**src/rtl/rv32i_pkg.sv**
```systemverilog
// Shared RV32I types: CSR op/state encodings, register-file write enable, counter CSR addresses.
package rv32i_pkg;

  typedef enum logic {REG_RD = 1'b0, REG_WE = 1'b1} reg_we_e;

  typedef enum logic [1:0] {
    CSR_RW = 2'd1,
    CSR_RS = 2'd2,
    CSR_RC = 2'd3
  } csr_op_e;

  typedef enum logic [1:0] {
    IDLE  = 2'd0,
    READ  = 2'd1,
    WRITE = 2'd2,
    RESP  = 2'd3
  } csr_state_e;

  localparam logic [11:0] CSR_MCYCLE  = 12'hB00;
  localparam logic [11:0] CSR_MCYCLEH = 12'hB80;
  localparam logic [11:0] CSR_CYCLE   = 12'hC00;
  localparam logic [11:0] CSR_CYCLEH  = 12'hC80;

  // Top two address bits 2'b11 mark a read-only CSR.
  function automatic logic csr_is_ro(input logic [11:0] addr);
    return addr[11:10] == 2'b11;
  endfunction

endpackage

```
**src/rtl/csr_counter64.sv**
```systemverilog
// 64-bit free-running cycle counter with independently writable halves.
module csr_counter64 (
  input  logic        clk,
  input  logic        rst_n,
  input  logic        we_lo_i,
  input  logic        we_hi_i,
  input  logic [31:0] wdata_i,
  output logic [63:0] cnt_o
);

  logic [63:0] cnt_q;

  // A software write wins over the increment in the same cycle.
  always_ff @(posedge clk) begin
    if (!rst_n)       cnt_q <= '0;
    else if (we_lo_i) cnt_q <= {cnt_q[63:32], wdata_i};
    else if (we_hi_i) cnt_q <= {wdata_i, cnt_q[31:0]};
    else              cnt_q <= cnt_q + 64'd1;
  end

  assign cnt_o = cnt_q;

endmodule

```
**src/rtl/csr_access_unit.sv**
```systemverilog
// Zicsr read-modify-write initiator towards the CSR file (IDLE->READ->WRITE->RESP).
// Optional cycle counter CSRs are built in when RV32I_CSR_COUNTERS_EN is defined.
module csr_access_unit
  import rv32i_pkg::*;
#(
  parameter int XLEN   = 32,
  parameter int CSR_AW = 12
) (
  input  logic              clk,
  input  logic              rst_n,
  input  logic              req_valid,
  output logic              req_ready,
  input  csr_op_e           req_op,
  input  logic [CSR_AW-1:0] req_addr,
  input  logic [XLEN-1:0]   req_src,
  input  logic              req_src_zero,
  output logic              rsp_valid,
  input  logic              rsp_ready,
  output logic [XLEN-1:0]   rsp_data,
  output logic              rsp_illegal,
  output reg_we_e           csr_we,
  output logic [CSR_AW-1:0] csr_addr,
  output logic [XLEN-1:0]   csr_wdata,
  input  logic [XLEN-1:0]   csr_rdata
);

  csr_state_e        state_q, state_d;
  csr_op_e           op_q;
  logic [CSR_AW-1:0] addr_q;
  logic [XLEN-1:0]   src_q, old_q, wdata_q;
  logic              zero_q, wr_q, ill_q;

  logic [XLEN-1:0]   rd_val, new_val;
  logic              wr_req, ill, cnt_hit;

`ifdef RV32I_CSR_COUNTERS_EN
  logic [63:0] cnt;
  logic        cnt_we;

  assign cnt_hit = (addr_q == CSR_MCYCLE) || (addr_q == CSR_MCYCLEH);
  assign cnt_we  = (state_q == WRITE) && wr_q && rst_n;

  csr_counter64 u_cnt (
    .clk     (clk),
    .rst_n   (rst_n),
    .we_lo_i (cnt_we && (addr_q == CSR_MCYCLE)),
    .we_hi_i (cnt_we && (addr_q == CSR_MCYCLEH)),
    .wdata_i (wdata_q),
    .cnt_o   (cnt)
  );

  always_comb begin
    rd_val = csr_rdata;
    if ((addr_q == CSR_MCYCLE) || (addr_q == CSR_CYCLE))        rd_val = cnt[31:0];
    else if ((addr_q == CSR_MCYCLEH) || (addr_q == CSR_CYCLEH)) rd_val = cnt[63:32];
  end
`else
  assign cnt_hit = 1'b0;
  assign rd_val  = csr_rdata;
`endif

  always_comb begin
    new_val = src_q;
    case (op_q)
      CSR_RS:  new_val = rd_val | src_q;
      CSR_RC:  new_val = rd_val & ~src_q;
      default: new_val = src_q;
    endcase
  end

  // RS/RC with a zero source are pure reads and never trap on read-only CSRs.
  assign wr_req = (op_q == CSR_RW) || !zero_q;
  assign ill    = wr_req && (addr_q[CSR_AW-1 -: 2] == 2'b11);

  always_comb begin
    state_d   = state_q;
    req_ready = 1'b0;
    rsp_valid = 1'b0;
    case (state_q)
      IDLE: begin
        req_ready = 1'b1;
        if (req_valid) state_d = READ;
      end
      READ:  state_d = WRITE;
      WRITE: state_d = RESP;
      RESP: begin
        rsp_valid = 1'b1;
        if (rsp_ready) state_d = IDLE;
      end
      default: state_d = IDLE;
    endcase
  end

  always_ff @(posedge clk) begin
    if (!rst_n) begin
      state_q <= IDLE;
      op_q    <= CSR_RW;
      addr_q  <= '0;
      src_q   <= '0;
      zero_q  <= 1'b0;
      old_q   <= '0;
      wdata_q <= '0;
      wr_q    <= 1'b0;
      ill_q   <= 1'b0;
    end else begin
      state_q <= state_d;
      if (state_q == IDLE && req_valid) begin
        op_q   <= req_op;
        addr_q <= req_addr;
        src_q  <= req_src;
        zero_q <= req_src_zero;
      end
      if (state_q == READ) begin
        old_q   <= ill ? '0 : rd_val;
        wdata_q <= new_val;
        wr_q    <= wr_req && !ill;
        ill_q   <= ill;
      end
    end
  end

  // Gating with rst_n drops an in-flight write the moment reset is asserted.
  assign csr_we      = (state_q == WRITE && wr_q && !cnt_hit && rst_n) ? REG_WE : REG_RD;
  assign csr_addr    = addr_q;
  assign csr_wdata   = wdata_q;
  assign rsp_data    = old_q;
  assign rsp_illegal = ill_q;

endmodule
```
**config.mk**
```make
export PLATFORM = sky130hd
export DESIGN_NAME = csr_access_unit
export DESIGN_NICKNAME = d
export VERILOG_FILES = /design/src/rtl/rv32i_pkg.sv /design/src/rtl/csr_counter64.sv /design/src/rtl/csr_access_unit.sv
export SDC_FILE = /design/constraint.sdc
export NUM_CORES = 1
export LEC_CHECK = 0
export CORE_MARGIN = 3
export CORE_UTILIZATION = 25
export DETAILED_ROUTE_END_ITERATION = 10
export HOLD_SLACK_MARGIN = 0.15
export PLACE_DENSITY_LB_ADDON = 0.08
export SYNTH_ARGS = -nofsm -noshare
export SYNTH_HDL_FRONTEND = slang
export SYNTH_SLANG_ARGS = --single-unit
```
**constraint.sdc**
```tcl
create_clock -name clk -period 1.5 [get_ports clk]
set_input_delay 0.375 -clock clk [delete_from_list [all_inputs] [get_ports clk]]
set_output_delay 0.375 -clock clk [all_outputs]
set_load 0.05 [all_outputs]
```
======== After elaboration in Yosys (flattened, before gate mapping) ========
Index checks and enable logic that the tools add are counted.
W data, S select, Z words.
operators by class
  eq/ne operators ......................... 9
  mux-type cells .......................... 8
  bitwise gates (word level) .............. 3
  reduce and logical (&&, ||, !) cells .... 10
operator list
  kind                  count
  $pmux W32 S2          1
  $and A32 B32 Y32      1
  $mux W32              1
  $not A32 Y32          1
  $or A32 B32 Y32       1
  $eq A2 B2 Y1 const B  5
  $pmux W2 S4           1
  $logic_and A1 B1 Y1   5
  $eq A2 B1 Y1 const B  2
  $mux W2               2
  $ne A2 B2 Y1 const B  2
  $mux W1               3
  $logic_not A1 Y1      2
  $logic_not A2 Y1      1
  $reduce_and A2 Y1     1
  $logic_or A1 B1 Y1    1
word-level totals
  register bits ........................... 115
  bits of input ports ..................... 83
  output and inout port bits .............. 80
  word-level logic and storage cells ...... 39

======== Depth between registers and ports, before layout ========
Gate-level depths: netlist (run 1).
  depth after elaboration ................. 5
  depth in mapped cells ................... 8
  gate-level depth less buffers ........... 5

======== Worst setup path before layout (run 1) ========
OpenSTA, ideal clock, no wires.
  path type ............................... flip-flop to flip-flop
  start point ............................. register state_q[0]
  end point ............................... register state_q[0]
  setup time .............................. 0.115 ns
  arrival time ............................ 1.662 ns
  data required time ...................... 1.385 ns
  setup slack ............................. -0.277 ns
  cell stages (with the launch flop) ...... 6
  buffers on the path ..................... 0
  period minus slack after synthesis ...... 1.777 ns
  cell sequence ........................... dfxtp_1 -> inv_1 -> ha_1 -> nor2b_1 -> or4_1 -> and3_1
on the way
  longest elaborated chain between the ends .. 3
  elaborated cells on any way between the ends .. 8
  classes of those cells .................. eq/ne: 5; mux: 1; reduce/logical: 2
ends and longest elaborated chain
  element                                           line                    text
  from (decl)                                       csr_access_unit.sv:27   csr_state_e state_q, state_d;
  from (signal assigned)                            csr_access_unit.sv:106  state_q <= state_d;
  $eq A2 B2 Y1 or $logic_not A2 Y1 (tied branches)  csr_access_unit.sv:79   case (state_q)
  $ne A2 B2 Y1 (no line)                            -
  $reduce_and A2 Y1 (no line)                       -
Several ways; a longest one is shown, not always the timed one.
A chain may end at the register's enable or synchronous reset.

======== Final worst setup path (run 1) ========
  start point ............................. register state_q[0]
  end point ............................... output csr_we
on the way
  longest elaborated chain between the ends .. 4
ends and longest elaborated chain
  element                            line                    text
  $eq A2 B2 Y1                       csr_access_unit.sv:123  assign csr_we = (state_q == WRITE && wr_q && !cnt_hit && rst_n) ? REG_WE : REG_RD;
  $logic_and A1 B1 Y1 (2 in series)  csr_access_unit.sv:123
  $mux W1                            csr_access_unit.sv:123
  to (decl)                          csr_access_unit.sv:21   output reg_we_e csr_we,
No other way between the ends.

==> flow_metrics.tcl, run 1 <==
set metrics [dict create \
    ys_types 29 \
    grt_max_degree 62 \
    synth_top_cell_area_share_pct 50.1 \
    setup_viol 33 \
    vias 4701 \
    path_delay_family "flip-flops" \
    ys_ff_latch 115 \
    critPathLaunchType "register" \
    hp-class "in -> reg" \
    drtPass1Iterations 6 \
    drc 0 \
    area_growth_pct 86.5 \
    clock_latency_ns 0.41 \
    worst_slack_ns -0.154 \
    critPathMaxFanout 4 \
    design_power_total_mw 17.4 \
    drive_gt1_share_pct 29.3 \
    dieWidth_um 142 \
    initial_utilization_pct 26.0 \
    synth_edf_count 0 \
    cts_buffer_depth 2 \
    holdPathEnd "op_q[0]" \
    use_met2_pct 26.2 \
    cts_tree "built" \
    crit_required_ns 1.12 \
    finClkSkew_ns 0.00785 \
    regArea_um2 2310 \
    place_ws_ns -0.214 \
    syn_inst 561 \
    syn_area_um2 4600 \
    grtUsageMet3_pct 5.19 \
    via_per_inst 4.85 \
    finalCritPeriodShare_pct 110 \
    port_buffers 162 \
    reg2reg_from "state_q[1]" \
    yosysMostFrequentCell "nand2_1" \
    drtAntennaViolNets 0 \
    grt-busiest-layer "met2" \
    fmax_mhz 605 \
    yosysTopAreaCell "dfxtp_1" \
    min_path_cells 3 \
    hold_viol_final 0 \
    final_nets 820 \
    violations "negative setup slack" \
    synth_area_leaders "dfxtp_1 (50%), nand2_1 (11%), a21oi_1 (9.1%)" \
    grt_use_met1_pct 18.8 \
    ir_drop_v 0.00121 \
    clock_power_share_pct 23.7 \
    fin_cells 970 \
    synthesis.nets 649 \
    core_um2 17700 \
    numCtsBuffers 17 \
    slew_viol_final 0 \
    rr_endpoint "csr_wdata[2]" \
    gp_routability_congestion 0.707 \
    ys_seq_area_share_pct 50.1 \
    overflow 0 \
    routed_wl_um 17400 \
    tightest_slew_ns 0.427 \
    path_cells "inv_6 > ha_4 > and3_4 > buf_12" \
    yosys_warnings 0 \
    rrSetupSlack_ns -0.14 \
    rows 48 \
    seqPwrFrac_pct 26.3 \
    synth.top_cells.by_count "nand2_1 (130), dfxtp_1 (115), a21oi_1 (84)" \
    cts_sinks 115 \
    fillCellCount 1677 \
    dp.cells 923 \
    cp_slowest_cell "dfxtp_4" \
    end_kind "output pin" \
    grt_pass1_vias 4610 \
    drt_iter0_drc 192 \
    status "complete, but fails checks" \
    p_per_area_nw_per_um2 2020 \
    p_sw_mw 6.74 \
    crit_buf_inv 2 \
    maxSlewHeadroom_pct 71.5 \
    hold_buffers 0 \
    htree_levels 4 \
    grt_first_pass_wirelength_um 24400 \
    dpl.hpwl_um 10900 \
    antenna_found_initial 0 \
    dieArea_um2 20100 \
    chipHeight_um 142 \
    grtUsageTotal_pct 15.5 \
    p_leak_nw 3.17 \
    synthFlopType "dfxtp_1" \
    max_stage_delay_ns 0.36 \
    path_depth 4 \
    combPwrFrac_pct 50.0 \
    r2r_cells 7 \
    multi_input_area_um2 2320 \
    min_from "rst_n" \
    synth.avg_cell_area_um2 8.20 \
    min_period_ns 1.65 \
    cts.clk_slew.worst_paths_ns 0.05 \
    rsz0062_at_grt "yes" \
    num_antenna_cells 0 \
    switching_share_pct 38.8 \
    cell_internal_pwr_mw 10.6 \
    critPathArrivalTime_ns 1.28 \
    cts-root-buf "clkbuf_16" \
    pin_count 163 \
    cap_violations 0 \
    wl_per_cell_um 17.9 \
    ys_async_sr_fraction_pct 0 \
    path_class "reg -> out" \
]
-- power groups by stage --
stage	combinational [mW]	sequential [mW]	clock (mW)
detailed placement	7.46	4.59	0
global placement	7.38	4.57	0
CTS	7.60	4.56	4.23
finish	8.67	4.56	4.12
floorplan	2.30	5.99	0
global route	9.14	4.65	4.37
-- cell type report --
| cell class | instances | share of cell area (%) |
|---|---|---|
| flip-flops and latches | 115 | 27.0 |
| inverters | 4 | 0.292 |
| clock buffers | 22 | 5.53 |
| clock inverters | 10 | 1.52 |
| well taps | 225 | 3.28 |
| repair buffers | 203 | 35.4 |
| multi-input cells | 391 | 27.0 |
-- per-layer routing --
metal	wire length (µm)	vias up
li1	-	2309
met1	7590	2274
met2	8760	110
met3	918	8
met4	110	0
met5	0	-
-- worst max-delay path by stage --
stage / from / endpoint / slack [ns]
finish: state_q[0] / csr_we / -0.15
global route: state_q[0] / csr_we / -0.21
global placement: req_valid / state_q[0] / -0.18
detailed placement: req_valid / state_q[0] / -0.21
CTS: state_q[0] / csr_we / -0.19
floorplan: state_q[1] / state_q[0] / 0.0006
-- layout by cell type (no fill, tap or decap), types with 4 or more instances in the layout --
cell               n
nand2_4           17
a31oi_1           13
a21oi_2           30
o21ai_0           43
clkdlybuf4s50_1   81
buf_4             15
nand3_1           67
a21oi_1           54
buf_12            92
buf_6              4
clkinv_2           5
a311o_1           18
nand2_1          113
nand3b_1          12
clkbuf_16         24
dfxtp_1          112
-- what timing repair did --
action | 4_1_cts | 5_1_grt
setup buffers | 3 | 3
endpoints found under the setup margin | 3 | 80
cloned | 0 | 9
gates resized for setup | 9 | 75
pin swaps | 2 | 34
-- metrics by stage --
step | util, % | setup TNS, ns | area, µm² | hold slack [ns]
6_report | 48.6 | -2.57 | 8570 | 0.377
5_1_grt | 48.6 | -4.97 | 8570 | 0.363
4_1_cts | 45.7 | -0.629 | 8080 | 0.354
3_5_place_dp | 42.0 | -7.41 | 7410 | 0.456
3_3_place_gp | 42.0 | -5.73 | 7410 | 0.452
2_1_floorplan | - | 0 | 4620 | 0.440
-- worst min-delay path: stages --
cell     delay [ns]
buf_2          0.16
buf_4          0.16
nand3_1        0.05
-- flip-flops by register name, summed over array words and instances (netlist names) --
| name | flops |
|---|---|
| op_q | 2 |
| src_q | 32 |
| state_q | 2 |
| wr_q | 1 |
| rsp_illegal | 1 |
| zero_q | 1 |
| csr_addr | 12 |
| csr_wdata | 32 |
| rsp_data | 32 |
-- cell families after synthesis --
family                   Yosys count  share of synthesized area [%]
buffers and inverters             56                           6.10
flip-flops                       115                           50.1
adder cells (fa/ha/maj)            5                           1.36
AND/OR/NAND/NOR                  221                           21.8
AO/OA/AOI/OAI                    164                           20.7
No activity file was read; power rests on OpenSTA's default activity.
==> run 2, diff against run 1 <==
--- a/config.mk
+++ b/config.mk
@@ -10,6 +10,7 @@
 export DETAILED_ROUTE_END_ITERATION = 10
 export HOLD_SLACK_MARGIN = 0.15
 export PLACE_DENSITY_LB_ADDON = 0.08
+export SLEW_MARGIN = 20
 export SYNTH_ARGS = -nofsm -noshare
 export SYNTH_HDL_FRONTEND = slang
 export SYNTH_SLANG_ARGS = --single-unit
==> results of run 2 <==
The final DEF is identical to that of run 1; final timing and power are the same.
==> run 3, diff against run 2 <==
--- a/config.mk
+++ b/config.mk
@@ -6,7 +6,7 @@
 export NUM_CORES = 1
 export LEC_CHECK = 0
 export CORE_MARGIN = 3
-export CORE_UTILIZATION = 25
+export CORE_UTILIZATION = 41
 export DETAILED_ROUTE_END_ITERATION = 10
 export HOLD_SLACK_MARGIN = 0.15
 export PLACE_DENSITY_LB_ADDON = 0.08
==> run 3 against run 2 <==
The flow still finishes with violations (negative setup slack). Clock skew fell by 0.00097 ns. Combinational power increased by 2%. Clock power rose by 5.1%. Wire length fell by 3.3%. First-iteration DRC count is 78% higher. Cell count decreased by 9.2%. Worst setup slack got worse by 0.12 ns. Die area decreased by 38%. Global-route usage up 7.2 points. Non-clock buffer count shrank 3. Sequential share of layout area increased by 0.46 points.
==> flow_metrics.tcl, run 3 (synthesized netlist as in run 1, its figures left out) <==
set metrics [dict create \
    status "complete, but fails checks" \
    violations "negative setup slack" \
    finClkSkew_ns 0.00687 \
    num_antenna_cells 0 \
    cts_sinks 115 \
    min_path_cells 2 \
    slew_viol_final 0 \
    path_class "reg -> out" \
    antenna_found_initial 0 \
    reg2reg_from "state_q[1]" \
    dpl.hpwl_um 9560 \
    layout_common_cells "dfxtp_1 (110), nand2_1 (106), buf_12 (92)" \
    cts_tree "built" \
    core_um2 10900 \
    seqPwrFrac_pct 25.8 \
    port_buffers 162 \
    clock_power_share_pct 24.4 \
    hold_buffers 0 \
    grt_pass1_vias 4561 \
    grt_first_pass_wirelength_um 22800 \
    numCtsBuffers 17 \
    cts-root-buf "clkbuf_8" \
    worst_slack_ns -0.279 \
    maxSlewHeadroom_pct 76.8 \
    chipHeight_um 112 \
    cell_internal_pwr_mw 10.9 \
    initial_utilization_pct 42.2 \
    hp-class "in -> reg" \
    ir_drop_v 0.00148 \
    htree_levels 4 \
    cts.clk_slew.worst_paths_ns 0.06 \
    layout_commonest_cell "dfxtp_1" \
    cts_buffer_depth 2 \
    drt_iter0_drc 341 \
    drtPass1Iterations 5 \
    critPathArrivalTime_ns 1.40 \
    dieArea_um2 12500 \
    critPathLaunchType "register" \
    vias 4892 \
    fmax_mhz 562 \
    postLayoutCoreUtil_pct 77.5 \
    pin_count 163 \
    tightest_slew_ns 0.347 \
    min_from "rst_n" \
    via_per_inst 5.55 \
    overflow 0 \
    wl_per_cell_um 19.1 \
    cap_violations 0 \
    drtAntennaViolNets 0 \
    dieWidth_um 112 \
    routed_wl_um 16800 \
    design_power_total_mw 17.8 \
    grtUsageTotal_pct 22.6 \
    area_growth_pct 83.5 \
    drc 0 \
    rr_endpoint "csr_wdata[9]" \
    setup_viol 54 \
    end_kind "output pin" \
    rrSetupSlack_ns -0.18 \
    min_period_ns 1.78 \
    drive_gt1_share_pct 29.6 \
    grt_max_degree 62 \
    p_per_area_nw_per_um2 2110 \
    final_nets 816 \
    crit_required_ns 1.12 \
    rsz0062_at_grt "yes" \
    holdPathEnd "state_q[0]" \
    combPwrFrac_pct 49.8 \
    hold_viol_final 0 \
    finalCritPeriodShare_pct 119 \
    clock_latency_ns 0.52 \
    tns_ns -3.74 \
    place_ws_ns -0.232 \
    rows 38 \
    p_leak_nw 3.07 \
    p_sw_mw 6.87 \
    r2r_cells 7 \
    gp_routability_congestion 0.743 \
    critPathMaxFanout 3 \
    switching_share_pct 38.6 \
]
run 3: cell types whose count changed in the layout (fill, tap and decap cells not counted), sizes merged:
cell      change
clkinv        -1
clkinvlp      +2
bufinv        +2
buf           -6
and2          -1
run 3: layer usage:
metal | track usage (%) | up-vias | share of wire, %
met2 | 39.3 | 204 | 50
met4 | 7.06 | 0 | 2.3
met3 | 7.45 | 29 | 7.6
met1 | 26.4 | 2361 | 40
met5 | 0 | - | 0
li1 | - | 2298 | -
run 3: worst max path at each step:
| stage | start | to | slack, ns | cells after the start |
|---|---|---|---|---|
| 2_1_floorplan | state_q[1] | state_q[0] | 0.0006 | 5 |
| 3_3_place_gp | req_valid | state_q[0] | -0.18 | 4 |
| 3_5_place_dp | req_valid | state_q[0] | -0.23 | 4 |
| 4_1_cts | state_q[0] | csr_we | -0.29 | 4 |
| 5_1_grt | state_q[0] | csr_we | -0.33 | 4 |
| 6_report | state_q[0] | csr_we | -0.28 | 4 |
run 3: repair_timing:
item                       CTS  global route
pin swaps                    1            12
gates resized for setup      9            56
gates cloned                 0            14
setup buffers                3             2
setup endpoints to repair    5            63
run 3: critical path: stages, from the launching register on:
cell,delay [ns]
dfxtp_4,0.38
inv_6,0.05
ha_4,0.15
and3_4,0.17
buf_12,0.14
run 3: final cells by class:
type	count	area [µm²]
inverter	4	25.0
clock inverter	13	208
fill	747	2450
timing repair buffer	200	3050
clock buffer	19	432
multi-input combinational	390	2240
sequential	115	2310
tap	140	175
run 3: power groups by stage:
| stage | Combinational, mW | Clock (mW) | Sequential [mW] |
|---|---|---|---|
| CTS | 7.45 | 4.38 | 4.57 |
| finish | 8.86 | 4.33 | 4.59 |
| global route | 9.25 | 4.53 | 4.68 |
| detailed placement | 7.31 | 0 | 4.60 |
| global placement | 7.19 | 0 | 4.55 |
| floorplan | 2.30 | 0 | 5.99 |
run 3: per-stage QoR:
stage | hold slack [ns] | cell area [µm²] | instances
after global routing | 0.217 | 8440 | 881
after CTS | 0.203 | 7930 | 866
after global placement | 0.451 | 7240 | 831
after detailed placement | 0.458 | 7240 | 831
after floorplan | 0.440 | 4620 | 561
final | 0.235 | 8440 | 881
